==> config.mk <==
export PLATFORM = sky130hd
export DESIGN_NAME = dec_onehot_pipe
export DESIGN_NICKNAME = d
export VERILOG_FILES = /design/src/rtl/dec_pkg.sv /design/src/rtl/dec_skid_buf.sv /design/src/rtl/dec_onehot_pipe.sv
export SDC_FILE = /design/constraint.sdc
export NUM_CORES = 1
export LEC_CHECK = 0
export CAP_MARGIN = 10
export CORE_ASPECT_RATIO = 1.25
export CORE_UTILIZATION = 48
export DETAILED_ROUTE_END_ITERATION = 6
export PLACE_DENSITY = 0.76
export SKIP_LAST_GASP = 1
export SYNTH_ARGS = -nofsm -noshare
export SYNTH_HDL_FRONTEND = slang
export SYNTH_SLANG_ARGS = --single-unit
==> constraint.sdc <==
create_clock -name clk -period 1.7 [get_ports clk]
set_input_delay 0.17 -clock clk [delete_from_list [all_inputs] [get_ports clk]]
set_output_delay 0.17 -clock clk [all_outputs]
set_load 0.01 [all_outputs]
==> src/rtl/dec_pkg.sv <==
// Shared decoder definitions: mode constants, buffer state encoding and the
// index-to-vector decode function used by the pipelined and combinational decoders.
package dec_pkg;

    localparam int unsigned MODE_ONEHOT = 0;
    localparam int unsigned MODE_THERMO = 1;

    // Widest supported index (IN_W <= 8) and therefore widest vector (2**8).
    localparam int unsigned DEC_IDX_W = 8;
    localparam int unsigned DEC_MAX_W = 256;

    typedef struct packed {
        logic                 err;
        logic [DEC_MAX_W-1:0] vec;
    } dec_res_t;

    // Skid buffer state, encoded as {M.valid, S.valid}; 2'b01 is never entered.
    typedef enum logic [1:0] {
        BUF_EMPTY = 2'b00,
        BUF_ONE   = 2'b10,
        BUF_FULL  = 2'b11
    } buf_state_t;

    // Decode idx into a one-hot or thermometer vector of out_w bits; callers
    // slice the low out_w bits. err flags an enabled index >= out_w.
    function automatic dec_res_t dec_vec(
        input logic [DEC_IDX_W-1:0] idx,
        input logic                 en,
        input int unsigned          out_w,
        input int unsigned          mode
    );
        dec_res_t    res;
        logic        in_range;
        int unsigned idx_ext;
        idx_ext  = 32'(idx);
        in_range = (idx_ext < out_w);
        res.err  = en && !in_range;
        res.vec  = '0;
        for (int unsigned i = 0; i < DEC_MAX_W; i++) begin
            if (mode == MODE_THERMO) begin
                res.vec[DEC_IDX_W'(i)] = en && in_range && (i < out_w) && (i <= idx_ext);
            end else begin
                res.vec[DEC_IDX_W'(i)] = en && in_range && (i < out_w) && (i == idx_ext);
            end
        end
        return res;
    endfunction

endpackage

==> src/rtl/dec_skid_buf.sv <==
// Generic two-entry valid/ready skid buffer. in_ready depends only on state
// and reset, so neither the forward nor the backward path is combinational.
module dec_skid_buf
    import dec_pkg::*;
#(
    parameter int unsigned DATA_W = 33
) (
    input  logic              clk,
    input  logic              reset,
    input  logic              in_valid,
    output logic              in_ready,
    input  logic [DATA_W-1:0] in_data,
    output logic              out_valid,
    input  logic              out_ready,
    output logic [DATA_W-1:0] out_data
);

    buf_state_t        r_state;
    buf_state_t        w_state_nxt;
    logic [DATA_W-1:0] r_m_data;
    logic [DATA_W-1:0] r_s_data;
    logic [DATA_W-1:0] w_m_nxt;
    logic [DATA_W-1:0] w_s_nxt;
    logic              w_m_valid;
    logic              w_s_valid;
    logic              w_in_fire;
    logic [1:0]        w_state_bits;

    assign w_state_bits = r_state;
    assign w_m_valid    = w_state_bits[1];
    assign w_s_valid    = w_state_bits[0];

    assign in_ready  = !w_s_valid && !reset;
    assign out_valid = w_m_valid;
    assign out_data  = r_m_data;
    assign w_in_fire = in_valid && in_ready;

    always_ff @(posedge clk) begin
        if (reset) begin
            r_state  <= BUF_EMPTY;
            r_m_data <= '0;
            r_s_data <= '0;
        end else begin
            r_state  <= w_state_nxt;
            r_m_data <= w_m_nxt;
            r_s_data <= w_s_nxt;
        end
    end

    // Next-state and data steering; S only fills when M is stalled.
    always_comb begin
        w_state_nxt = r_state;
        w_m_nxt     = r_m_data;
        w_s_nxt     = r_s_data;
        case (r_state)
            BUF_EMPTY: begin
                if (w_in_fire) begin
                    w_state_nxt = BUF_ONE;
                    w_m_nxt     = in_data;
                end
            end
            BUF_ONE: begin
                if (w_in_fire && out_ready) begin
                    w_m_nxt = in_data;
                end else if (w_in_fire) begin
                    w_state_nxt = BUF_FULL;
                    w_s_nxt     = in_data;
                end else if (out_ready) begin
                    w_state_nxt = BUF_EMPTY;
                end
            end
            BUF_FULL: begin
                if (out_ready) begin
                    w_state_nxt = BUF_ONE;
                    w_m_nxt     = r_s_data;
                    w_s_nxt     = '0;
                end
            end
            default: begin
                w_state_nxt = BUF_EMPTY;
            end
        endcase
    end

    a_no_skid_without_main: assert property (@(posedge clk) disable iff (reset)
        w_state_bits != 2'b01);

endmodule

==> src/rtl/dec_onehot_pipe.sv <==
// Registered index decoder (one-hot or thermometer) behind a skid buffer, with
// out-of-range flagging and a saturating count of accepted bad indices.
module dec_onehot_pipe
    import dec_pkg::*;
#(
    parameter int unsigned IN_W  = 5,
    parameter int unsigned OUT_W = 32,
    parameter int unsigned MODE  = 0,
    parameter int unsigned CNT_W = 8
) (
    input  logic             clk,
    input  logic             reset,
    input  logic             in_valid,
    output logic             in_ready,
    input  logic [IN_W-1:0]  in_idx,
    input  logic             in_en,
    output logic             out_valid,
    input  logic             out_ready,
    output logic [OUT_W-1:0] out_vec,
    output logic             out_err,
    output logic [CNT_W-1:0] err_cnt
);

    localparam int unsigned PAY_W = OUT_W + 1;
    localparam logic [CNT_W-1:0] CNT_MAX = '1;

    if (IN_W < 1 || IN_W > DEC_IDX_W) begin : g_bad_in_w
        $error("dec_onehot_pipe: IN_W must be in 1..8");
    end
    if (OUT_W < 1 || OUT_W > (32'd1 << IN_W)) begin : g_bad_out_w
        $error("dec_onehot_pipe: OUT_W must satisfy 1 <= OUT_W <= 2**IN_W");
    end
    if (MODE > MODE_THERMO) begin : g_bad_mode
        $error("dec_onehot_pipe: MODE must be 0 or 1");
    end

    dec_res_t         w_dec;
    logic [PAY_W-1:0] w_payload;
    logic [PAY_W-1:0] w_out_data;
    logic             w_in_fire;
    logic [CNT_W-1:0] r_err_cnt;

    assign w_dec     = dec_vec(DEC_IDX_W'(in_idx), in_en, OUT_W, MODE);
    assign w_payload = {w_dec.err, w_dec.vec[OUT_W-1:0]};
    assign w_in_fire = in_valid && in_ready;

    // Bits above OUT_W are always zero from dec_vec.
    if (OUT_W < DEC_MAX_W) begin : g_unused
        logic w_unused_hi;
        assign w_unused_hi = ^w_dec.vec[DEC_MAX_W-1:OUT_W];
    end

    dec_skid_buf #(
        .DATA_W(PAY_W)
    ) u_skid (
        .clk      (clk),
        .reset    (reset),
        .in_valid (in_valid),
        .in_ready (in_ready),
        .in_data  (w_payload),
        .out_valid(out_valid),
        .out_ready(out_ready),
        .out_data (w_out_data)
    );

    assign out_vec = w_out_data[OUT_W-1:0];
    assign out_err = w_out_data[OUT_W];
    assign err_cnt = r_err_cnt;

    // Errors are counted when the index is accepted, not when it is delivered.
    always_ff @(posedge clk) begin
        if (reset) begin
            r_err_cnt <= '0;
        end else if (w_in_fire && w_dec.err && (r_err_cnt != CNT_MAX)) begin
            r_err_cnt <= r_err_cnt + CNT_W'(1);
        end
    end

endmodule

==> impl_metrics.csv, run 1 <==
group,metric,value,unit
timing,post-route-period-util,1.00,
worst_setup_path,crit_required,1970,ps
place,numPortBuffers,43,
detailed_routing,first_pass_iters,5,
job,drv_cap,0,
floorplanning,die_w,74.3,um
timing,hold_viol_final,0,
yosys,synth_compound_area_frac,0.288,
place,place.gp.congestion,0.788,
yosys,ys_types,36,
clocking,cts_root_buf,"clkbuf_8",
final_layout,final_layout_size_suffix_gt1_frac,0.275,
timing,period_needed,1700,ps
worst_setup_path,crit_type,"reg -> reg",
clocking,cts_tree,"built",
clocking,clockBufferDepth,2,
detailed_routing,vias_per_cell,5.76,
clocking,clk_pin_slew,70,ps
floorplanning,std_cell_rows,32,
global_routing,grt_usage,0.240,
power,powerDensity,1420,nW/um^2
worst_setup_path,cp_max_fo,5,
yosys,yosysTopAreaCell,"dfxtp_1",
power,p_leak,1.47,nW
floorplanning,ios,53,
detailed_routing,routed_wl,8.67,mm
yosys,synthTopCellsByArea,"dfxtp_1 42%, a21oi_1 10%, a211oi_1 6.7%",
timing,drv_slew,0,
global_routing,grt_pass1_wl,12.5,mm
clocking,h-tree-depth,3,
clocking,cts_buffers,9,
floorplanning,dieArea,6860,um^2
global_routing,overflow,0,
timing,fin_tns_setup,-0.957,ps
status,status,"complete, but fails checks",
global_routing,grt_pass1_vias,2553,
timing,worst_slack,-0.957,ps
timing,fmax,0.588,GHz
place,dpl.hpwl,5.00,mm
detailed_routing,vias,2960,
timing,rsz0062_at_grt,"yes",
worst_setup_path,cp_data_arrival_time,1970,ps
floorplanning,start_util,0.502,
yosys,synth_fa_ha_area_frac,0.0160,
yosys,synth_edf_count,0,
final_layout,utilization,0.690,
floorplanning,die_height,92.4,um
status,violations,"negative setup slack",
floorplanning,core,6250,um^2
yosys,ys_seq_area_frac,0.421,
worst_setup_path,startpoint_type,"register",
place,pre_cts_ws,-144,ps
global_routing,grt_antenna_before_repair,0,
detailed_routing,drt_iter0_drc,233,
worst_hold_path,hold_class,"in -> reg",
power,p_seq_frac,0.332,
detailed_routing,wl_per_cell,16.9,um
yosys,synth-warning-count,0,
global_routing,grt_max_degree,35,
final_layout,num_antenna_cells,0,
yosys,synth-simple-area-share,0.166,
power,clockPowerShare,0.188,
yosys,synth-xor-area-share,0.00279,
final_layout,nNetsFinal,438,
yosys,synth_area,3140,um^2
power,p_sw,2.18,mW
power,swShare,0.357,
final_layout,nFillCells,502,
power,combPwrFrac,0.480,
yosys,avgSynthCellArea,8.94,um^2
power,intPower,3.94,mW
detailed_routing,drc,0,
final_layout,area_growth,37.4,%
yosys,postSynthCellCount,351,
timing,finClkSkew,10.3,ps
clocking,clk-insertion-delay-late,350,ps
yosys,async_flop_share,0,
yosys,ys_seq_elements,66,
clocking,cts.sinks,66,
power,peakVddDrop,0.971,mV
timing,setup_viol,1,
yosys,synth_top_family_by_area,"compound AO/OA/AOI/OAI gates",
yosys,netlist.area_leader.share,0.421,
yosys,muxShareOfSynthArea,0.00718,
clocking,cts_hold_buf,0,
worst_setup_path,cp-end-kind,"register",
yosys,synth_top_flop_cell,"dfxtp_1",
detailed_routing,antenna_left,0,
[Yosys cell counts (4+ instances only)]
| cell type | number |
|---|---|
| a211oi_1 | 28 |
| a211oi_2 | 5 |
| a21oi_1 | 64 |
| a22oi_1 | 24 |
| a32oi_1 | 8 |
| buf_2 | 11 |
| buf_4 | 18 |
| buf_6 | 4 |
| clkbuf_1 | 14 |
| dfxtp_1 | 66 |
| ha_1 | 4 |
| inv_1 | 5 |
| nand2_1 | 34 |
| nand3_1 | 24 |
| nand4_1 | 8 |
| nor2_1 | 7 |
| nor2b_1 | 6 |
[registers in the layout, indices dropped and copies added (netlist names)]
signal,count
u_skid.out_data,32
u_skid.r_s_data,32
u_skid.r_state,2
[final cells by class]
| type | instances | area (um^2) | share of cell area |
|---|---|---|---|
| clock inverter | 7 | 46.3 | 0.0107 |
| timing repair buffer | 101 | 1020 | 0.236 |
| tap | 85 | 106 | 0.0247 |
| sequential | 66 | 1330 | 0.308 |
| clock buffer | 9 | 124 | 0.0287 |
| inverter | 5 | 18.8 | 0.00435 |
| multi-input combinational | 241 | 1670 | 0.388 |
[layout by cell type (no fill, tap or decap), types with 2 or more instances in the layout]
| cell | Yosys | routed |
|---|---|---|
| a211oi_1 | 28 | 16 |
| a211oi_2 | 5 | 17 |
| a21oi_1 | 64 | 64 |
| a22oi_1 | 24 | 21 |
| a22oi_2 | 0 | 3 |
| a32oi_1 | 8 | 8 |
| buf_12 | 0 | 7 |
| buf_4 | 18 | 42 |
| buf_6 | 4 | 5 |
| buf_8 | 0 | 2 |
| clkbuf_16 | 0 | 2 |
| clkbuf_8 | 0 | 9 |
| clkdlybuf4s50_1 | 0 | 42 |
| clkinv_2 | 0 | 3 |
| clkinvlp_4 | 0 | 3 |
| conb_1 | 1 | 9 |
| dfxtp_1 | 66 | 64 |
| ha_4 | 0 | 2 |
| inv_1 | 5 | 3 |
| inv_2 | 0 | 2 |
| mux2_2 | 2 | 2 |
| nand2_1 | 34 | 34 |
| nand3_1 | 24 | 24 |
| nand4_1 | 8 | 8 |
| nor2_1 | 7 | 7 |
| nor2b_1 | 6 | 5 |
| nor3b_4 | 1 | 2 |
[cells by family (layout without fill, tap and decap cells)]
family          after synthesis  in the layout
buf+inv                      52            122
compound gates              134            134
other cells                   1              9
fa+ha+maj                     4              4
mux                           2              2
xor+xnor                      1              1
simple gates                 91             91
flops                        66             66
[repair_timing]
| action | 4_1_cts | 5_1_grt |
|---|---|---|
| endpoints found under the setup margin | 63 | 64 |
| setup buffers | 0 | 6 |
| pin swaps | 3 | 7 |
| cloned | 0 | 4 |
| gates resized for setup | 10 | 45 |
[path summary, 6_finish.rpt]
kind / start / endpoint / slack (ps) / depth (start not counted)
max: u_skid.r_state[0] / u_skid.out_data[15] / -1 / 6
min reg2reg: u_skid.r_s_data[23] / u_skid.r_s_data[23] / 460 / 2
min: reset / u_skid.r_state[1] / 240 / 3
max reg2reg: u_skid.r_state[0] / u_skid.out_data[15] / -1 / 6
[worst max-delay path: stages (launching register included)]
cell and delay, ps:
dfxtp_4 370, ha_4 180, or3b_4 430, nor2_2 180
buf_4 160, a32oi_1 100, a211oi_2 210
[routing by layer]
metal	GRT usage	up-vias	part of all wire
met2	0.396	123	0.51
li1	-	1417	-
met1	0.309	1402	0.42
met4	0.0849	0	0.017
met5	0	-	0
met3	0.0435	18	0.053
[metrics by stage]
step                      hold WS [ps]  total power, mW  instances  instance area, um^2
final                              236             6.12        514                 4310
after global routing               294             6.41        514                 4310
after CTS                          227             5.48        504                 4010
after detailed placement           443             4.28        488                 3810
after global placement             438             4.23        488                 3810
after floorplan                    382             3.39        359                 3170
[power by group through the flow]
stage	registers (mW)	clock network, mW	logic [mW]
after floorplan	2.18	0	1.21
after global placement	2.04	0	2.19
after detailed placement	2.04	0	2.23
after CTS	2.02	1.17	2.30
after global routing	2.06	1.23	3.12
final	2.03	1.15	2.94
Note: power is estimated with default switching activity, not from simulation.
==> run 2, diff against run 1 <==
--- a/config.mk
+++ b/config.mk
@@ -7,10 +7,9 @@
 export LEC_CHECK = 0
 export CAP_MARGIN = 10
 export CORE_ASPECT_RATIO = 1.25
-export CORE_UTILIZATION = 48
+export CORE_UTILIZATION = 53
 export DETAILED_ROUTE_END_ITERATION = 6
-export PLACE_DENSITY = 0.76
-export SKIP_LAST_GASP = 1
+export PLACE_DENSITY = 0.8
 export SYNTH_ARGS = -nofsm -noshare
 export SYNTH_HDL_FRONTEND = slang
 export SYNTH_SLANG_ARGS = --single-unit
==> constraint.sdc (replaced) <==
create_clock -name clk -period 1.6 [get_ports clk]
set_input_delay 0.16 -clock clk [delete_from_list [all_inputs] [get_ports clk]]
set_output_delay 0.16 -clock clk [all_outputs]
set_load 0.01 [all_outputs]
==> run 2 against run 1 <==
The run ends with design-rule violations, negative setup slack left. Maximum frequency fell by 3.3%. Count of clock-buffer cells in the layout did not move. Critical path depth rose by 1. Sequential share of layout area rose by 0.48 points. Power rose by 3.7%. First-iteration DRC count rose by 42%. Via count rose by 1.2%. Clock power rose by 20%. Flip-flop and latch count did not move.
==> impl_metrics.csv, run 2 (same netlist as run 1, synthesis figures left out) <==
group,metric,value,unit
global_routing,grt_pass1_vias,2653,
detailed_routing,vias,2996,
timing,drv_slew,0,
clocking,cts_root_buf,"clkbuf_8",
clocking,cts_hold_buf,0,
timing,worst_slack,-159,ps
clocking,clk-insertion-delay-late,350,ps
detailed_routing,routed_wl,8.69,mm
power,p_leak,1.46,nW
final_layout,nNetsFinal,435,
worst_setup_path,crit_required,1870,ps
clocking,h-tree-depth,3,
floorplanning,core,5560,um^2
final_layout,final_layout_size_suffix_gt1_frac,0.263,
detailed_routing,wl_met1,3.47,mm
place,dpl.hpwl,5.12,mm
timing,tightest_slew,726,ps
final_layout,layout.cells.non_filler,490,
worst_setup_path,path_cells,"ha_4 -> or3b_4 -> nor2b_1 -> buf_4 -> buf_4 -> nand3_1 -> a21oi_1",
worst_setup_path,cp_data_arrival_time,2030,ps
worst_setup_path,cp_common_cell,"buf_4",
floorplanning,die_w,70.8,um
place,place.gp.congestion,0.804,
worst_setup_path,critPathTopFamily,"simple AND/OR/NAND/NOR gates",
worst_setup_path,reg2reg_setup_slack,-160,ps
place,dp.cells,467,
clocking,cts_tree,"built",
detailed_routing,met2_length,4.57,mm
power,powerDensity,1490,nW/um^2
clocking,cts.sinks,66,
worst_setup_path,worst_path_max_delay_cell,"or3b_4",
clocking,clockBufferDepth,2,
timing,period_needed,1760,ps
timing,relSlewSlack,0.516,
status,violations,"design-rule violations, negative setup slack",
clocking,cts_buffers,9,
timing,post-route-period-util,1.10,
worst_setup_path,crit_type,"reg -> reg",
final_layout,utilization,0.765,
detailed_routing,wl_per_cell,17.7,um
worst_setup_path,crit_buf_inv,2,
worst_setup_path,cp-end-kind,"register",
power,peakVddDrop,1.23,mV
floorplanning,ios,53,
clocking,clk_pin_slew,80,ps
worst_setup_path,max_stage_delay,430,ps
final_layout,mostFrequentLayoutCell,"dfxtp_1",
status,status,"complete, but fails checks",
global_routing,grt_pass1_wl,12.5,mm
floorplanning,std_cell_rows,30,
timing,fmax,0.568,GHz
final_layout,layout_common_cells,"64 x dfxtp_1, 63 x a21oi_1, 41 x clkdlybuf4s50_1",
job,drv_cap,0,
final_layout,final-seq-area,1330,um^2
detailed_routing,top_layer_used,"met4",
detailed_routing,route.met3.wl,444,um
final_layout,nFillCells,389,
global_routing,overflow,0,
place,numPortBuffers,43,
final_layout,multi_input_area,1690,um^2
floorplanning,die_height,88.0,um
timing,hold_viol_final,0,
detailed_routing,vias_per_cell,6.11,
detailed_routing,drc,8,
timing,rsz0062_at_grt,"yes",
worst_hold_path,hold_class,"reg -> reg",
global_routing,grt_usage,0.258,
global_routing,grt_max_degree,68,
global_routing,grt_antenna_before_repair,0,
final_layout,num_antenna_cells,0,
worst_setup_path,cp_max_fo,7,
timing,setup_viol,44,
timing,finClkSkew,7.26,ps
detailed_routing,antenna_left,0,
detailed_routing,drt_iter0_drc,330,
floorplanning,dieArea,6230,um^2
floorplanning,start_util,0.565,
detailed_routing,first_pass_iters,7,
final_layout,area_growth,35.5,%
worst_setup_path,startpoint_type,"register",
-- run 2: tightest hold or removal path: stages, from the launching register on --
cell and delay, ps:
dfxtp_1 310, nand2_1 50, a21oi_1 50
-- run 2: final cells by class --
cell class,instances,share of cell area
timing repair buffer,98,0.221
inverter,5,0.00441
clock buffer,9,0.0291
tap,64,0.0188
clock inverter,7,0.0165
sequential,66,0.313
multi-input combinational,241,0.398
-- run 2: through the flow --
stage / cell area (um^2) / hold WS [ps] / TNS, ps / power (mW) / setup slack [ps]
6_report: 4250 / 455 / -1990 / 6.35 / -159
5_1_grt: 4250 / 477 / -6030 / 6.62 / -216
4_1_cts: 4070 / 453 / -1350 / 6.08 / -105
3_5_place_dp: 3790 / 443 / -14080 / 4.62 / -366
3_3_place_gp: 3790 / 437 / -10540 / 4.56 / -290
2_1_floorplan: 3190 / 367 / -130 / 3.61 / -5.15
-- run 2: worst paths after layout --
path                       startpoint                  end  depth (start not counted)
setup reg to reg    u_skid.r_state[0]   u_skid.r_s_data[6]                          7
hold reg to reg   u_skid.r_s_data[30]  u_skid.r_s_data[30]                          2
hold / removal    u_skid.r_s_data[30]  u_skid.r_s_data[30]                          2
setup / recovery    u_skid.r_state[0]   u_skid.r_s_data[6]                          7
-- run 2: repair_timing --
action,in CTS,in global routing
gates cloned,0,1
gates resized for setup,17,29
endpoints found under the setup margin,67,66
setup buffers,3,3
pin swaps,20,11
-- run 2: layer usage --
metal  vias to the layer above  track usage
met5                         -            0
met4                         0        0.102
met3                        23       0.0621
met2                       129        0.456
met1                      1434        0.303
li1                       1410            -
-- run 2: report_power, final --
group	switching, mW	total (mW)	internal (mW)	leakage, nW
combinational	1.37	2.79	1.43	0.820
sequential	0.191	2.17	1.98	0.539
clock	0.668	1.38	0.715	0.0990
